### config.mk
export PLATFORM = sky130hd
export DESIGN_NAME = calc_sequencer
export DESIGN_NICKNAME = d
export VERILOG_FILES = /design/src/rtl/calc_sequencer.sv
export SDC_FILE = /design/constraint.sdc
export NUM_CORES = 1
export LEC_CHECK = 0
export BUFFER_PORTS_ARGS = -buffer_cell sky130_fd_sc_hd__buf_4
export CAP_MARGIN = 40
export CORE_UTILIZATION = 54
export DETAILED_ROUTE_END_ITERATION = 10
export PLACE_DENSITY = 0.76
export SYNTH_ARGS = -nofsm -noshare
export SYNTH_HDL_FRONTEND = slang
export SYNTH_SLANG_ARGS = --single-unit
### constraint.sdc
create_clock -name i_clk -period 2.7 [get_ports i_clk]
set_clock_uncertainty 0.05 [all_clocks]
set_input_delay 0.27 -clock i_clk [delete_from_list [all_inputs] [get_ports i_clk]]
set_output_delay 0.27 -clock i_clk [all_outputs]
set_load 0.02 [all_outputs]
### src/rtl/calc_sequencer.sv
// Purpose : sequencing controller for the 4-bit switch calculator (debounce keys, latch A/B/op, hold result).
// Latency : key accepted 2 sync + DEBOUNCE_CYCLES cycles after it settles; ENTER in ENTER_B -> result registered 2 cycles later.
// Backpressure: none; press events that the current state does not use (ENTER during EXEC) are dropped.
//
// Ports:
//   i_clk, i_rst_n (synchronous, active-low)
//   i_key_enter_n, i_key_clear_n : raw active-low push-buttons, asynchronous to i_clk
//   i_sw_data, i_sw_op           : operand / opcode switches
//   o_alu_a, o_alu_b, o_alu_op   : registered operands and opcode to ALU and displays
//   i_alu_result                 : combinational ALU result
//   o_res_q, o_res_valid         : held result and "result belongs to current operands" flag
//   o_state                      : 0=ENTER_A, 1=ENTER_B, 2=EXEC, 3=DONE
//
// Build option: define CALC_ACCUM_EN to chain the result into operand A on an ENTER press in DONE.

module calc_sequencer #(
    parameter int DEBOUNCE_CYCLES = 1000000,
    parameter int WIDTH           = 4
) (
    input  logic             i_clk,
    input  logic             i_rst_n,
    input  logic             i_key_enter_n,
    input  logic             i_key_clear_n,
    input  logic [WIDTH-1:0] i_sw_data,
    input  logic [1:0]       i_sw_op,
    output logic [WIDTH-1:0] o_alu_a,
    output logic [WIDTH-1:0] o_alu_b,
    output logic [1:0]       o_alu_op,
    input  logic [WIDTH-1:0] i_alu_result,
    output logic [WIDTH-1:0] o_res_q,
    output logic             o_res_valid,
    output logic [1:0]       o_state
);

    localparam int CW = (DEBOUNCE_CYCLES < 2) ? 1 : $clog2(DEBOUNCE_CYCLES + 1);

    typedef enum logic [1:0] {
        S_ENTER_A = 2'd0,
        S_ENTER_B = 2'd1,
        S_EXEC    = 2'd2,
        S_DONE    = 2'd3
    } state_t;

    // Key path, index 0 = ENTER, index 1 = CLEAR.
    logic [1:0]    w_key_n;
    logic [1:0]    r_sync1;
    logic [1:0]    r_sync2;
    logic [1:0]    r_db;
    logic [CW-1:0] r_cnt     [2];
    logic [CW-1:0] w_cnt_nxt [2];
    logic [1:0]    w_accept;
    logic [1:0]    w_press;
    logic          w_ev_enter;
    logic          w_ev_clear;

    assign w_key_n = {i_key_clear_n, i_key_enter_n};

    always_comb begin
        for (int k = 0; k < 2; k++) begin
            w_cnt_nxt[k] = r_cnt[k] + CW'(1);
            // The cycle the count would reach DEBOUNCE_CYCLES is the cycle the new level is taken.
            w_accept[k]  = (r_sync2[k] != r_db[k]) && (w_cnt_nxt[k] == CW'(DEBOUNCE_CYCLES));
            // Press pulse is issued alongside the debounced 1->0 update so the FSM acts on that same edge.
            w_press[k]   = w_accept[k] && r_db[k];
        end
    end

    assign w_ev_enter = w_press[0];
    assign w_ev_clear = w_press[1];

    always_ff @(posedge i_clk) begin
        if (!i_rst_n) begin
            r_sync1 <= 2'b11;
            r_sync2 <= 2'b11;
            r_db    <= 2'b11;
            for (int k = 0; k < 2; k++) begin
                r_cnt[k] <= '0;
            end
        end else begin
            r_sync1 <= w_key_n;
            r_sync2 <= r_sync1;
            for (int k = 0; k < 2; k++) begin
                if (r_sync2[k] == r_db[k]) begin
                    r_cnt[k] <= '0;
                end else if (w_accept[k]) begin
                    r_db[k]  <= r_sync2[k];
                    r_cnt[k] <= '0;
                end else begin
                    r_cnt[k] <= w_cnt_nxt[k];
                end
            end
        end
    end

    // Sequencer FSM and datapath registers.
    state_t           r_state;
    state_t           w_state_nxt;
    logic [WIDTH-1:0] r_alu_a,  w_alu_a_nxt;
    logic [WIDTH-1:0] r_alu_b,  w_alu_b_nxt;
    logic [1:0]       r_alu_op, w_alu_op_nxt;
    logic [WIDTH-1:0] r_res_q,  w_res_q_nxt;
    logic             r_res_valid, w_res_valid_nxt;

    always_ff @(posedge i_clk) begin
        if (!i_rst_n) begin
            r_state     <= S_ENTER_A;
            r_alu_a     <= '0;
            r_alu_b     <= '0;
            r_alu_op    <= '0;
            r_res_q     <= '0;
            r_res_valid <= 1'b0;
        end else begin
            r_state     <= w_state_nxt;
            r_alu_a     <= w_alu_a_nxt;
            r_alu_b     <= w_alu_b_nxt;
            r_alu_op    <= w_alu_op_nxt;
            r_res_q     <= w_res_q_nxt;
            r_res_valid <= w_res_valid_nxt;
        end
    end

    always_comb begin
        w_state_nxt     = r_state;
        w_alu_a_nxt     = r_alu_a;
        w_alu_b_nxt     = r_alu_b;
        w_alu_op_nxt    = r_alu_op;
        w_res_q_nxt     = r_res_q;
        w_res_valid_nxt = r_res_valid;

        if (w_ev_clear) begin
            // CLEAR wins over a coincident ENTER and over the EXEC capture.
            w_state_nxt     = S_ENTER_A;
            w_alu_a_nxt     = '0;
            w_alu_b_nxt     = '0;
            w_alu_op_nxt    = '0;
            w_res_q_nxt     = '0;
            w_res_valid_nxt = 1'b0;
        end else begin
            case (r_state)
                S_ENTER_A: begin
                    if (w_ev_enter) begin
                        w_alu_a_nxt = i_sw_data;
                        w_state_nxt = S_ENTER_B;
                    end
                end
                S_ENTER_B: begin
                    if (w_ev_enter) begin
                        w_alu_b_nxt  = i_sw_data;
                        w_alu_op_nxt = i_sw_op;
                        w_state_nxt  = S_EXEC;
                    end
                end
                S_EXEC: begin
                    // ALU inputs have been stable since the previous edge; ENTER here is dropped.
                    w_res_q_nxt     = i_alu_result;
                    w_res_valid_nxt = 1'b1;
                    w_state_nxt     = S_DONE;
                end
                S_DONE: begin
                    if (w_ev_enter) begin
                        w_res_valid_nxt = 1'b0;
`ifdef CALC_ACCUM_EN
                        w_alu_a_nxt = r_res_q;
                        w_state_nxt = S_ENTER_B;
`else
                        w_state_nxt = S_ENTER_A;
`endif
                    end
                end
                default: w_state_nxt = S_ENTER_A;
            endcase
        end
    end

    assign o_alu_a     = r_alu_a;
    assign o_alu_b     = r_alu_b;
    assign o_alu_op    = r_alu_op;
    assign o_res_q     = r_res_q;
    assign o_res_valid = r_res_valid;
    assign o_state     = r_state;

endmodule

### Word level (Yosys, flattened, before mapping)

Memory sizes are Yosys's and may differ from the RTL's.
Cells that the tools add are included.

* muxes and demuxes: 35
* multipliers: 0
* equality and inequality tests: 12
* bitwise operators: 9
* add/subtract/negate cells: 2
* shift-type cells: 0
* reduce and logical (&&, ||, !) cells: 13
* divide/modulo/power cells: 0
* order comparisons: 0

Operators by type and width (number)
* $mux W20: 6
* $add A20 B1 Y20 const B: 2
* $eq A20 B20 Y1 const B: 2
* $mux W1: 24
* $reduce_and A2 Y1: 5
* $pmux W2 S4: 1
* $mux W2: 3
* $ne A2 B2 Y1 const B: 3
* $or A1 B1 Y1: 6
* $eq A2 B2 Y1 const B: 2
* $logic_and A1 B1 Y1: 4
* $not A1 Y1: 3
* $reduce_and A3 Y1: 1
* $eq A1 B1 Y1: 2
* $eq A2 B1 Y1 const B: 1
* $logic_not A2 Y1: 1
* $ne A1 B1 Y1: 2
* $pmux W1 S2: 1
* $reduce_bool A2 Y1: 1
* $reduce_or A2 Y1: 1

* bits in read-only memories: 0
* output and inout port bits: 17
* RAM bits: 40
* input port bits: 14
* word-level logic and storage cells: 82
* flip-flop bits (word level): 23
* memories: 1
* latch bits: 0

Memories
* r_cnt: depth 2, bits a word 20, read ports 2, clocked after memory_dff 0, wr ports 2, line 49 `logic [CW-1:0] r_cnt [2];`

### Longest topological paths before layout

Gate-level depths: netlist (run 1).

* depth in word-level cells: 9
* depth in mapped cells: 10
* gate-level depth less buffers: 8

### Least setup slack after synthesis (run 1)

OpenSTA, ideal clock, no wires.

* path kind: flip-flop to flip-flop
* start point: memory r_cnt[0][0] (netlist bit)
* end point: memory r_cnt[0][10] (netlist bit) (data pin)
* required time: 2.393 ns
* clock period less this slack: 2.880 ns
* buffers on the path: 2
* library setup time: 0.257 ns
* stages on the path, launching flop included: 11
* arrival: 2.573 ns
* setup slack: -0.180 ns
* cells stage by stage: edfxtp_1 ha_1 buf_2 nand3_1 or4_1 o311a_1 a2111oi_2 nand4_1 nand3_1 buf_2 nor2_1

RTL lines (line)
* start: declaration: 49

==> results of run 1 <==
==> cells by family after synthesis <==
kind of cell | count (synthesis) | share of synthesized area
compound gates | 52 | 0.100
flops | 63 | 0.444
buf+inv | 39 | 0.0438
simple gates | 186 | 0.270
fa+ha+maj | 8 | 0.0268
mux | 9 | 0.0251
xor+xnor | 38 | 0.0890
other cells | 1 | 0.00100
==> area by class of cell <==
class	count	area, µm²
Multi-Input combinational cell	333	2310
Sequential cell	63	1660
Fill cell	420	1440
Timing Repair Buffer	95	754
Clock buffer	15	209
Tap cell	77	96.3
Inverter	13	48.8
Clock inverter	1	5.00
==> metal layers <==
layer,part of all wire,vias to the layer above
met5,0,-
met4,0.018,0
met3,0.041,15
met2,0.51,82
met1,0.43,1612
li1,-,1642
==> state kept, by name, indices dropped and copies added, names as in the netlist <==
register,flops
r_cnt,40
r_sync2,2
r_sync1,2
o_state,2
o_alu_op,2
r_db,2
o_alu_a,4
o_res_valid,1
o_alu_b,4
o_res_q,4
==> repair_timing <==
action / in CTS / in global routing
buffers inserted: 9 / 13
setup endpoints to repair: 24 / 54
pin swaps: 10 / 17
resized for setup: 15 / 44
cloned: 0 / 2
==> worst paths after layout <==
path / from / end / slack (ps) / cells after the start
min reg2reg: r_sync1[0]$_SDFF_PN1_ / r_sync2[0]$_SDFF_PN1_ / 380 / 1
max: r_cnt[0][0]$_SDFFCE_PN0P_ / o_alu_op[0]$_SDFFE_PP0P_ / 20 / 9
min: i_key_clear_n / r_sync1[1]$_SDFF_PN1_ / 40 / 2
max reg2reg: r_cnt[0][0]$_SDFFCE_PN0P_ / o_alu_op[0]$_SDFFE_PP0P_ / 20 / 9
==> report_power, final <==
| part | internal (mW) | switching (mW) |
|---|---|---|
| clock | 0.495 | 0.368 |
| combinational | 0.0885 | 0.101 |
| sequential | 1.05 | 0.0275 |
| total | 1.63 | 0.497 |
==> per-stage QoR <==
step	std cells	setup WS, ps	util
after floorplan	435	0.209	-
after global placement	557	33.8	0.675
after detailed placement	557	-43.7	0.675
after CTS	582	-19.4	0.730
after global routing	597	-111	0.779
final	597	16.4	0.779
==> cell usage after synthesis (3+ instances only) <==
cell type and number:
sky130_fd_sc_hd__a21oi_1 18, sky130_fd_sc_hd__and2_1 5, sky130_fd_sc_hd__and4_1 9, sky130_fd_sc_hd__buf_2 13, sky130_fd_sc_hd__clkbuf_1 11, sky130_fd_sc_hd__dfxtp_1 23, sky130_fd_sc_hd__edfxtp_1 40, sky130_fd_sc_hd__ha_1 8
sky130_fd_sc_hd__inv_1 13, sky130_fd_sc_hd__mux2_2 3, sky130_fd_sc_hd__mux2i_1 6, sky130_fd_sc_hd__nand2_1 28, sky130_fd_sc_hd__nand2b_1 9, sky130_fd_sc_hd__nand3_1 19, sky130_fd_sc_hd__nand4_1 20, sky130_fd_sc_hd__nand4b_1 3
sky130_fd_sc_hd__nor2_1 57, sky130_fd_sc_hd__nor3_1 9, sky130_fd_sc_hd__nor4_1 5, sky130_fd_sc_hd__o21ai_0 4, sky130_fd_sc_hd__o31ai_1 12, sky130_fd_sc_hd__or4_1 4, sky130_fd_sc_hd__xnor2_1 20, sky130_fd_sc_hd__xor2_1 18
==> summary.txt, run 1 <==
Status
  – Outcome: finished, final reports clean

CTS
  – Maximum clock path buffer count: 2
  – Number of sinks handled by clock tree synthesis: 63
  – Total CTS buffers: 9
  – CTS Hold Bufs: 0
  – Clock latency at the later pin of the worst-skew pair: 350 ps
  – Clock tree root buffer cell: sky130_fd_sc_hd__clkbuf_8
  – TritonCTS clock tree: yes
  – CTS H-tree depth: 3
  – Clock slew at the register clock pins of the worst setup and hold paths: around 70 ps

Pwr
  – Leak: 1.93 nW
  – Power density cells: 419 nW/µm²
  – Overall Power: 2.13 mW
  – Max rail drop VDD: around 0.45 mV

Global routing
  – Initial antenna violation count: 0
  – Via count of the first global-routing pass: 3,040
  – Maximum number of pins on one net before global-route repair: 17
  – GR met1 Demand/Resource: 0.305
  – Met3 track demand over resource: 0.0535
  – Gr ovfl total: 0
  – Global routing usage summed across all routing layers: 0.238
  – Global-route track usage on met2: 0.400
  – Busiest grt layer: met2
  – First-pass GRT wire length: ~14,000 µm

Timing
  – RSZ-0062 raised after global routing: true
  – Achievable clock frequency: roughly 370 MHz
  – Hold Vio Cnt, Final: 0
  – Minimum period implied by the final worst setup slack: between 2000 and 3000 ps
  – Slew Limit Fails: 0
  – Crit share post-route: 0.994
  – Setup total negative slack: 0 ps
  – Post-route worst hold slack: 44.9 ps
  – Endpoints failing setup: 0
  – Worst Tran Pin Value: 692 ps
  – Worst relative slew slack: 0.538

Die
  – Initial cell density of the core: 0.573
  – Cell Rows: 29
  – I/O Pins: 31
  – Core Footprint: around 6500 µm²
  – Die area: 7270 µm²
  – Chip Width: 85.2 µm
  – Height of the die: 85.2 µm

Detailed routing
  – Final Routed Wirelength: 9060 µm
  – Routed wirelength normalized by instance count: 15.2 µm
  – Number of vias in the routed layout: about 3,400
  – Number of iterations in the first detailed-routing pass: 5
  – Number of vias per cell after detailed routing: 5.61
  – Antenna violation net count after detailed routing: 0
  – Drt first-iter violations: 153
  – Remaining DRCs: 0

Logic synthesis
  – Leading register cell type out of synthesis: sky130_fd_sc_hd__edfxtp_1
  – Number of distinct library cells after synthesis: 59
  – Synth Area per Inst: 9.45 µm²
  – Synth warn: 0
  – Total of flip-flops plus latches after synthesis: 63
  – Yosys top cell by area: sky130_fd_sc_hd__edfxtp_1
  – Cell area after synthesis: roughly 3700 µm²
  – Count of flip-flops with a built-in enable after synthesis: 40
  – Part of the Yosys area used for sequential elements: 0.444
  – Ranking of synthesized cells by area: sky130_fd_sc_hd__edfxtp_1 (32%), sky130_fd_sc_hd__dfxtp_1 (12%), sky130_fd_sc_hd__nor2_1 (5.7%)
  – Yosys top cell area share: 0.321
  – Async SR Flop Fraction: 0
  – Cell count after synthesis: 396

Placement
  – DP Wirelength: 5980 µm
  – Count of buffers inserted at the top-level ports: 30
  – Gp weighted congestion: about 0.9
  – Placed standard-cell area: 4410 µm²

Worst setup path
  – Top delay family on crit path: simple AND/OR/NAND/NOR gates
  – Worst path bufs/invs: 2
  – Data required time at the worst endpoint: 2880 ps
  – Slowest cell delay on critical path: between 400 and 500 ps
  – Cells along the critical path: and4_2, nand2_1, or4_4, a2111oi_4, nand4_1, buf_6, buf_4, o31ai_2, a21oi_1
  – Crit path kind: register to register
  – Data arrival, critical path: 2860 ps
  – Slowest cell on crit path: sky130_fd_sc_hd__or4_4
  – Worst setup SP type: register
  – Top fanout value on the critical path: 6
  – Capturing element type of the critical path: register

Flow run
  – Max-cap check violation count: 0

Min path
  – Type of the tightest min-delay check: primary input to register

Finish
  – Antenna diodes: 0
  – Fin nets: 537
  – Layout Cell Area excl Fill: slightly above 5000 µm²
  – Highest-count cells in the layout ignoring fill and taps: sky130_fd_sc_hd__buf_4 (85), sky130_fd_sc_hd__nor2_1 (57), sky130_fd_sc_hd__edfxtp_1 (40), sky130_fd_sc_hd__conb_1 (40), sky130_fd_sc_hd__nand2_1 (26)
  – Growth of design area from synthesis to finish: 36.0%
  – Layout cell share with drive strength beyond 1: 0.296
  – Commonest non-fill, non-tap cell in the layout: sky130_fd_sc_hd__buf_4
No activity file was read; power rests on OpenSTA's default activity.
==> run 2: changes to the inputs <==
--- a/config.mk
+++ b/config.mk
@@ -7,9 +7,9 @@
 export LEC_CHECK = 0
 export BUFFER_PORTS_ARGS = -buffer_cell sky130_fd_sc_hd__buf_4
 export CAP_MARGIN = 40
-export CORE_UTILIZATION = 54
+export CORE_UTILIZATION = 60
 export DETAILED_ROUTE_END_ITERATION = 10
-export PLACE_DENSITY = 0.76
+export PLACE_DENSITY = 0.8
 export SYNTH_ARGS = -nofsm -noshare
 export SYNTH_HDL_FRONTEND = slang
 export SYNTH_SLANG_ARGS = --single-unit
==> constraint.sdc (replaced) <==
create_clock -name i_clk -period 2.9 [get_ports i_clk]
set_clock_uncertainty 0.05 [all_clocks]
set_input_delay 0.29 -clock i_clk [delete_from_list [all_inputs] [get_ports i_clk]]
set_output_delay 0.29 -clock i_clk [all_outputs]
set_load 0.02 [all_outputs]
==> run 2 against run 1 <==
Compared with the run above: hold slack improved by 25 ps; die area fell by 9.8%; maximum frequency fell by 4.4%; sequential power fell by 6%; clock power fell by 15%; largest cell class unchanged; largest power group unchanged; utilization fell by 1.4 points; count of clock-buffer cells in the layout fell by 5.
==> summary.txt, run 2 (synthesis gave the netlist of run 1 again) <==
Pwr
  – Proportion of total power due to net switching: 0.255 (+0.0215)
  – Flop pwr share: 0.534 (+0.028)
  – Share of total power in the clock network: 0.391 (-0.014)
  – Internal power component: 1.41 mW (-14%)
  – Switching power: 480 µW (-3.3%)
  – Leak: 1.71 nW (-12%)
  – Combinational power share: 0.075 (-0.014)
  – Max rail drop VDD: 0.274 mV (-39%)
  – Power density cells: 414 nW/µm² (-1.2%)
  – Overall Power: 1.89 mW (-11%)

Finish
  – Fin nets: 506 (-5.8%)
  – Register bank with the most flops: r_cnt
  – Growth of design area from synthesis to finish: 21.8%
  – Highest-count cells in the layout ignoring fill and taps: sky130_fd_sc_hd__buf_4 (64), sky130_fd_sc_hd__nor2_1 (57), sky130_fd_sc_hd__edfxtp_1 (40), sky130_fd_sc_hd__conb_1 (40), sky130_fd_sc_hd__nand2_1 (27)
  – Antenna diodes: 0 (unchanged)
  – Layout cell share with drive strength beyond 1: 0.196 (-0.0998)
  – Commonest non-fill, non-tap cell in the layout: sky130_fd_sc_hd__buf_4
  – Largest register FFs: 40 (unchanged)

Detailed routing
  – Remaining DRCs: 0 (unchanged)
  – Number of vias in the routed layout: 3,170 (-5.4%)
  – Drt first-iter violations: 164 (+7.2%)
  – Number of iterations in the first detailed-routing pass: 5 (unchanged)
  – Routed wirelength normalized by instance count: 14.6 µm (-3.5%)
  – Antenna violation net count after detailed routing: 0 (unchanged)
  – Number of vias per cell after detailed routing: 5.62 (+0.13%)
  – Final Routed Wirelength: 8260 µm (-8.8%)

CTS
  – Total CTS buffers: 9 (unchanged)
  – CTS H-tree depth: 3 (unchanged)
  – CTS Hold Bufs: 0 (unchanged)
  – Maximum clock path buffer count: 2 (unchanged)
  – Number of sinks handled by clock tree synthesis: 63 (unchanged)
  – TritonCTS clock tree: yes
  – Clock tree root buffer cell: sky130_fd_sc_hd__clkbuf_8
  – Clock slew at the register clock pins of the worst setup and hold paths: 80 ps (about the same)
  – Clock latency at the later pin of the worst-skew pair: 350 ps (about the same)

Timing
  – Worst relative slew slack: 0.554 (+0.0163)
  – Worst Tran Pin Value: 668 ps (-24.4 ps)
  – Slew Limit Fails: 0 (unchanged)
  – Minimum period implied by the final worst setup slack: 2810 ps (+124 ps)
  – Achievable clock frequency: 356 MHz (-4.4%)
  – Endpoints failing setup: 0 (unchanged)
  – Hold Vio Cnt, Final: 0 (unchanged)
  – Crit share post-route: 0.968 (-0.0257)
  – Post-route worst hold slack: 70.0 ps (+25.1 ps)

Die
  – Core Footprint: 5960 µm² (-8.8%)
  – Die area: 6550 µm² (-9.8%)
  – Cell Rows: 28 (-3.4%)
  – Height of the die: 81.0 µm (-5.0%)
  – I/O Pins: 31 (unchanged)
  – Initial cell density of the core: 0.628 (+0.0554)
  – Chip Width: 81.0 µm (-5.0%)

Global routing
  – Gr ovfl total: 0 (unchanged)
  – Global routing usage summed across all routing layers: 0.273 (+0.0350)
  – First-pass GRT wire length: 13,800 µm (+1.6%)
  – Via count of the first global-routing pass: 3,138 (+3.2%)
  – Maximum number of pins on one net before global-route repair: 17 (unchanged)
  – Initial antenna violation count: 0 (unchanged)

Worst setup path
  – Data required time at the worst endpoint: 3080 ps (+200 ps)
  – Top fanout value on the critical path: 6 (unchanged)
  – Origin of the worst setup path: r_cnt[1][0]$_SDFFCE_PN0P_
  – Worst setup SP type: register
  – Data arrival, critical path: 2990 ps (+130 ps)
  – Capturing element type of the critical path: register
  – Crit path kind: register to register
  – Startpoint of the most critical register-to-register path: r_cnt[1][0]$_SDFFCE_PN0P_

Placement
  – DP Wirelength: 5860 µm (-2.1%)
  – Count of buffers inserted at the top-level ports: 30 (unchanged)
  – Gp weighted congestion: 0.911 (about the same)

Status
  – Outcome: finished, final reports clean

Flow run
  – Max-cap check violation count: 0 (unchanged)

Min path
  – Type of the tightest min-delay check: primary input to register
  – Hold wc startpoint: i_key_clear_n
run 2: final timing paths:
kind                              to  slack, ps  depth (start not counted)
min reg2reg    r_sync2[0]$_SDFF_PN1_        370                          1
max          o_state[1]$_SDFFE_PP0P_         90                          9
min            r_sync1[1]$_SDFF_PN1_         70                          2
max reg2reg  o_state[1]$_SDFFE_PP0P_         90                          9
run 2: final cells by class:
type / instances / area [µm²]
well taps: 75 / 93.8
multi-input cells: 333 / 2080
clock buffers: 10 / 149
repair buffers: 64 / 480
clock inverters: 6 / 41.3
fillers: 440 / 1400
inverters: 13 / 48.8
flip-flops and latches: 63 / 1660
run 2: layer usage:
metal	global-route usage	share of wire	up-vias
met5	0	0	-
met4	0.152	0.023	0
met3	0.0517	0.037	20
met2	0.466	0.51	105
met1	0.320	0.43	1470
li1	-	-	1575
run 2: power by group through the flow:
stage	sequential [mW]	combinational, mW	clock, mW
after floorplan	1.02	0.0907	0
after global placement	1.03	0.128	0
after detailed placement	1.03	0.131	0
after CTS	1.01	0.133	0.750
after global routing	1.01	0.157	0.780
final	1.01	0.142	0.737
run 2: timing repair:
| action | 4_1_cts | 5_1_grt |
|---|---|---|
| setup buffers | 0 | 5 |
| setup endpoints to repair | 0 | 22 |
| gates resized for setup | 0 | 5 |
run 2: critical path: stages, from the launching register on:
cell and delay (ps):
sky130_fd_sc_hd__edfxtp_1 450, sky130_fd_sc_hd__nand3_2 160, sky130_fd_sc_hd__buf_4 180, sky130_fd_sc_hd__nor4_4 320, sky130_fd_sc_hd__mux2i_1 170, sky130_fd_sc_hd__or4_4 550, sky130_fd_sc_hd__o41ai_4 290, sky130_fd_sc_hd__buf_4 200
sky130_fd_sc_hd__nor2_1 50, sky130_fd_sc_hd__mux2_2 270
run 2: per-stage QoR:
| step | setup TNS, ps | instance area (µm²) | cells | util | worst slack (ps) |
|---|---|---|---|---|---|
| final | 0 | 4560 | 564 | 0.765 | 92.3 |
| after global routing | -42.3 | 4560 | 564 | 0.765 | -23.2 |
| after CTS | 0 | 4500 | 559 | 0.755 | 18.8 |
| after detailed placement | 0 | 4310 | 543 | 0.724 | 91.5 |
| after global placement | 0 | 4310 | 543 | 0.724 | 232 |
| after floorplan | 0 | 3890 | 435 | - | 19.9 |
==> run 3: changes to the inputs <==
--- a/config.mk
+++ b/config.mk
@@ -9,6 +9,7 @@
 export CAP_MARGIN = 40
 export CORE_UTILIZATION = 60
 export DETAILED_ROUTE_END_ITERATION = 10
+export GPL_TIMING_DRIVEN = 0
 export PLACE_DENSITY = 0.8
 export SYNTH_ARGS = -nofsm -noshare
 export SYNTH_HDL_FRONTEND = slang
==> constraint.sdc (replaced) <==
create_clock -name i_clk -period 3.3 [get_ports i_clk]
set_clock_uncertainty 0.05 [all_clocks]
set_input_delay 0.33 -clock i_clk [delete_from_list [all_inputs] [get_ports i_clk]]
set_output_delay 0.33 -clock i_clk [all_outputs]
set_load 0.02 [all_outputs]
==> run 3 against run 2 <==
Compared with the run above: cell area decreased by 2.0%; via count decreased by 0.13%; critical path depth increased by 1; count of clock-buffer cells in the layout increased by 2; first-iteration DRC count increased by 19%; critical path type unchanged; critical endpoint is now o_alu_a[1]$_SDFFE_PP0P_; largest power group unchanged.
==> summary.txt, run 3 (synthesis gave the netlist of run 1 again) <==
Timing
  – Crit share post-route: 0.933 (-0.0350)
  – Hold Vio Cnt, Final: 0 (unchanged)
  – Endpoints failing setup: 0 (unchanged)
  – Post-route worst hold slack: 133 ps (+62.9 ps)
  – Worst Tran Pin Value: 509 ps (-159 ps)
  – Worst relative slew slack: 0.660 (+0.107)
  – Achievable clock frequency: 325 MHz (-8.8%)
  – Slew Limit Fails: 0 (unchanged)
  – Minimum period implied by the final worst setup slack: 3080 ps (+272 ps)

CTS
  – Total CTS buffers: 9 (unchanged)
  – Maximum clock path buffer count: 2 (unchanged)
  – Number of sinks handled by clock tree synthesis: 63 (unchanged)
  – Clock slew at the register clock pins of the worst setup and hold paths: 70 ps (about the same)
  – Clock latency at the later pin of the worst-skew pair: 340 ps (about the same)
  – Clock tree root buffer cell: sky130_fd_sc_hd__clkbuf_8
  – TritonCTS clock tree: yes
  – CTS H-tree depth: 3 (unchanged)
  – CTS Hold Bufs: 0 (unchanged)

Worst setup path
  – Cell mode on critical path: sky130_fd_sc_hd__buf_2
  – Capturing element type of the critical path: register
  – Worst path bufs/invs: 3 (+1)
  – Top fanout value on the critical path: 10 (+4)
  – Cells along the critical path: buf_2, and4_1, nand3_2, or4_1, a2111oi_2, nand4_1, buf_4, buf_2, o31ai_1, a21oi_1
  – Origin of the worst setup path: r_cnt[0][4]$_SDFFCE_PN0P_
  – Slowest cell on crit path: sky130_fd_sc_hd__or4_1
  – Crit path kind: register to register
  – Startpoint of the most critical register-to-register path: r_cnt[0][4]$_SDFFCE_PN0P_
  – Data required time at the worst endpoint: 3470 ps (+390 ps)
  – Worst setup SP type: register
  – Top delay family on crit path: simple AND/OR/NAND/NOR gates
  – Data arrival, critical path: 3250 ps (+260 ps)
  – Slowest cell delay on critical path: 590 ps (+40 ps)

Global routing
  – First-pass GRT wire length: 12,900 µm (-6.8%)
  – Global routing usage summed across all routing layers: 0.257 (-0.0160)
  – Maximum number of pins on one net before global-route repair: 12 (-5)
  – Initial antenna violation count: 0 (unchanged)
  – Gr ovfl total: 0 (unchanged)
  – Via count of the first global-routing pass: 2,890 (-7.9%)

Status
  – Outcome: finished, final reports clean

Finish
  – Layout Cell Area excl Fill: 4470 µm² (-2.0%)
  – # fillers: 446 (+1.4%)
  – Highest-count cells in the layout ignoring fill and taps: sky130_fd_sc_hd__nor2_1 (57), sky130_fd_sc_hd__edfxtp_1 (40), sky130_fd_sc_hd__conb_1 (40)
  – Growth of design area from synthesis to finish: 19.4%
  – Commonest non-fill, non-tap cell in the layout: sky130_fd_sc_hd__nor2_1
  – Footprint of the flip-flops and latches: 1660 µm² (unchanged)
  – Antenna diodes: 0 (unchanged)
  – Largest register FFs: 40 (unchanged)
  – Area of the multi-input gates: 2090 µm² (+0.18%)
  – Utilization after layout: 0.750 (-0.0151)
  – Fin nets: 502 (-0.79%)
  – Layout cell share with drive strength beyond 1: 0.163 (-0.0334)
  – Register bank with the most flops: r_cnt

Placement
  – Placed standard-cell area: 4200 µm² (-2.6%)
  – DP Wirelength: 5490 µm (-6.3%)
  – Count of buffers inserted at the top-level ports: 29 (-3.3%)
  – Gp weighted congestion: 0.840 (-7.9%)

Detailed routing
  – Remaining DRCs: 0 (unchanged)
  – Final Routed Wirelength: 7700 µm (-6.7%)
  – Number of vias per cell after detailed routing: 5.65 (+0.59%)
  – Routed wirelength normalized by instance count: 13.8 µm (-6.1%)
  – Number of vias in the routed layout: 3,166 (-0.13%)
  – Antenna violation net count after detailed routing: 0 (unchanged)
  – Drt first-iter violations: 195 (+19%)
  – Number of iterations in the first detailed-routing pass: 4 (-1)

Die
  – Cell Rows: 28 (unchanged)
  – Die area: 6550 µm² (unchanged)
  – I/O Pins: 31 (unchanged)
  – Core Footprint: 5960 µm² (unchanged)
  – Height of the die: 81.0 µm (unchanged)
  – Chip Width: 81.0 µm (unchanged)
  – Initial cell density of the core: 0.628 (unchanged)

Pwr
  – Max rail drop VDD: 0.350 mV (+28%)
  – Leak: 1.63 nW (-4.3%)
  – Power density cells: 373 nW/µm² (-9.9%)

Min path
  – Type of the tightest min-delay check: primary input to register
  – Hold wc startpoint: i_key_clear_n

Flow run
  – Max-cap check violation count: 0 (unchanged)
run 3: area by class of cell:
class,count,area share
clock buffers,12,0.0395
clock inverters,4,0.00532
plain buffers,25,0.0255
multi-input cells,333,0.467
flip-flops and latches,63,0.372
well taps,75,0.0210
repair buffers,35,0.0588
inverters,13,0.0109
run 3: repair_timing:
action | in CTS | in global routing
gates resized for setup | 2 | 3
pin swaps | 0 | 2
setup buffers | 0 | 6
setup endpoints to repair | 10 | 46
run 3: final timing paths:
path	end	slack [ps]	cells past startpoint
min reg2reg	r_sync2[1]$_SDFF_PN1_	360	1
max	o_alu_a[1]$_SDFFE_PP0P_	220	10
min	r_sync1[1]$_SDFF_PN1_	130	2
max reg2reg	o_alu_a[1]$_SDFFE_PP0P_	220	10
run 3: routing by layer:
layer  global-route usage  wire length (µm)  vias up
li1                     -                 -     1565
met1                0.307              3310     1505
met2                0.441              3910       79
met3               0.0573               322       17
met4                0.111               167        0
met5                    0                 0        -
run 3: power breakdown:
group          internal, mW  total (mW)  switching, mW
logic                0.0482       0.116         0.0674
registers             0.860       0.883         0.0234
clock network         0.359       0.667          0.308
run 3: worst reg2reg max path: cells and delay by family, from the launching register on:
family	cells	cell delay, ps
buffers and inverters	3	590
DFF	1	330
and+or+nand+nor	4	1250
AOI/OAI and AO/OA	3	740
run 3: metrics by stage:
step	power, mW	worst slack, ps	setup TNS [ps]	instances
finish	1.67	220	0	560
global route	1.73	-36.1	-85.2	560
CTS	1.67	16.5	0	555
detailed placement	1.01	-236	-2300	539
global placement	1.00	-204	-2000	539
floorplan	0.974	420	0	435
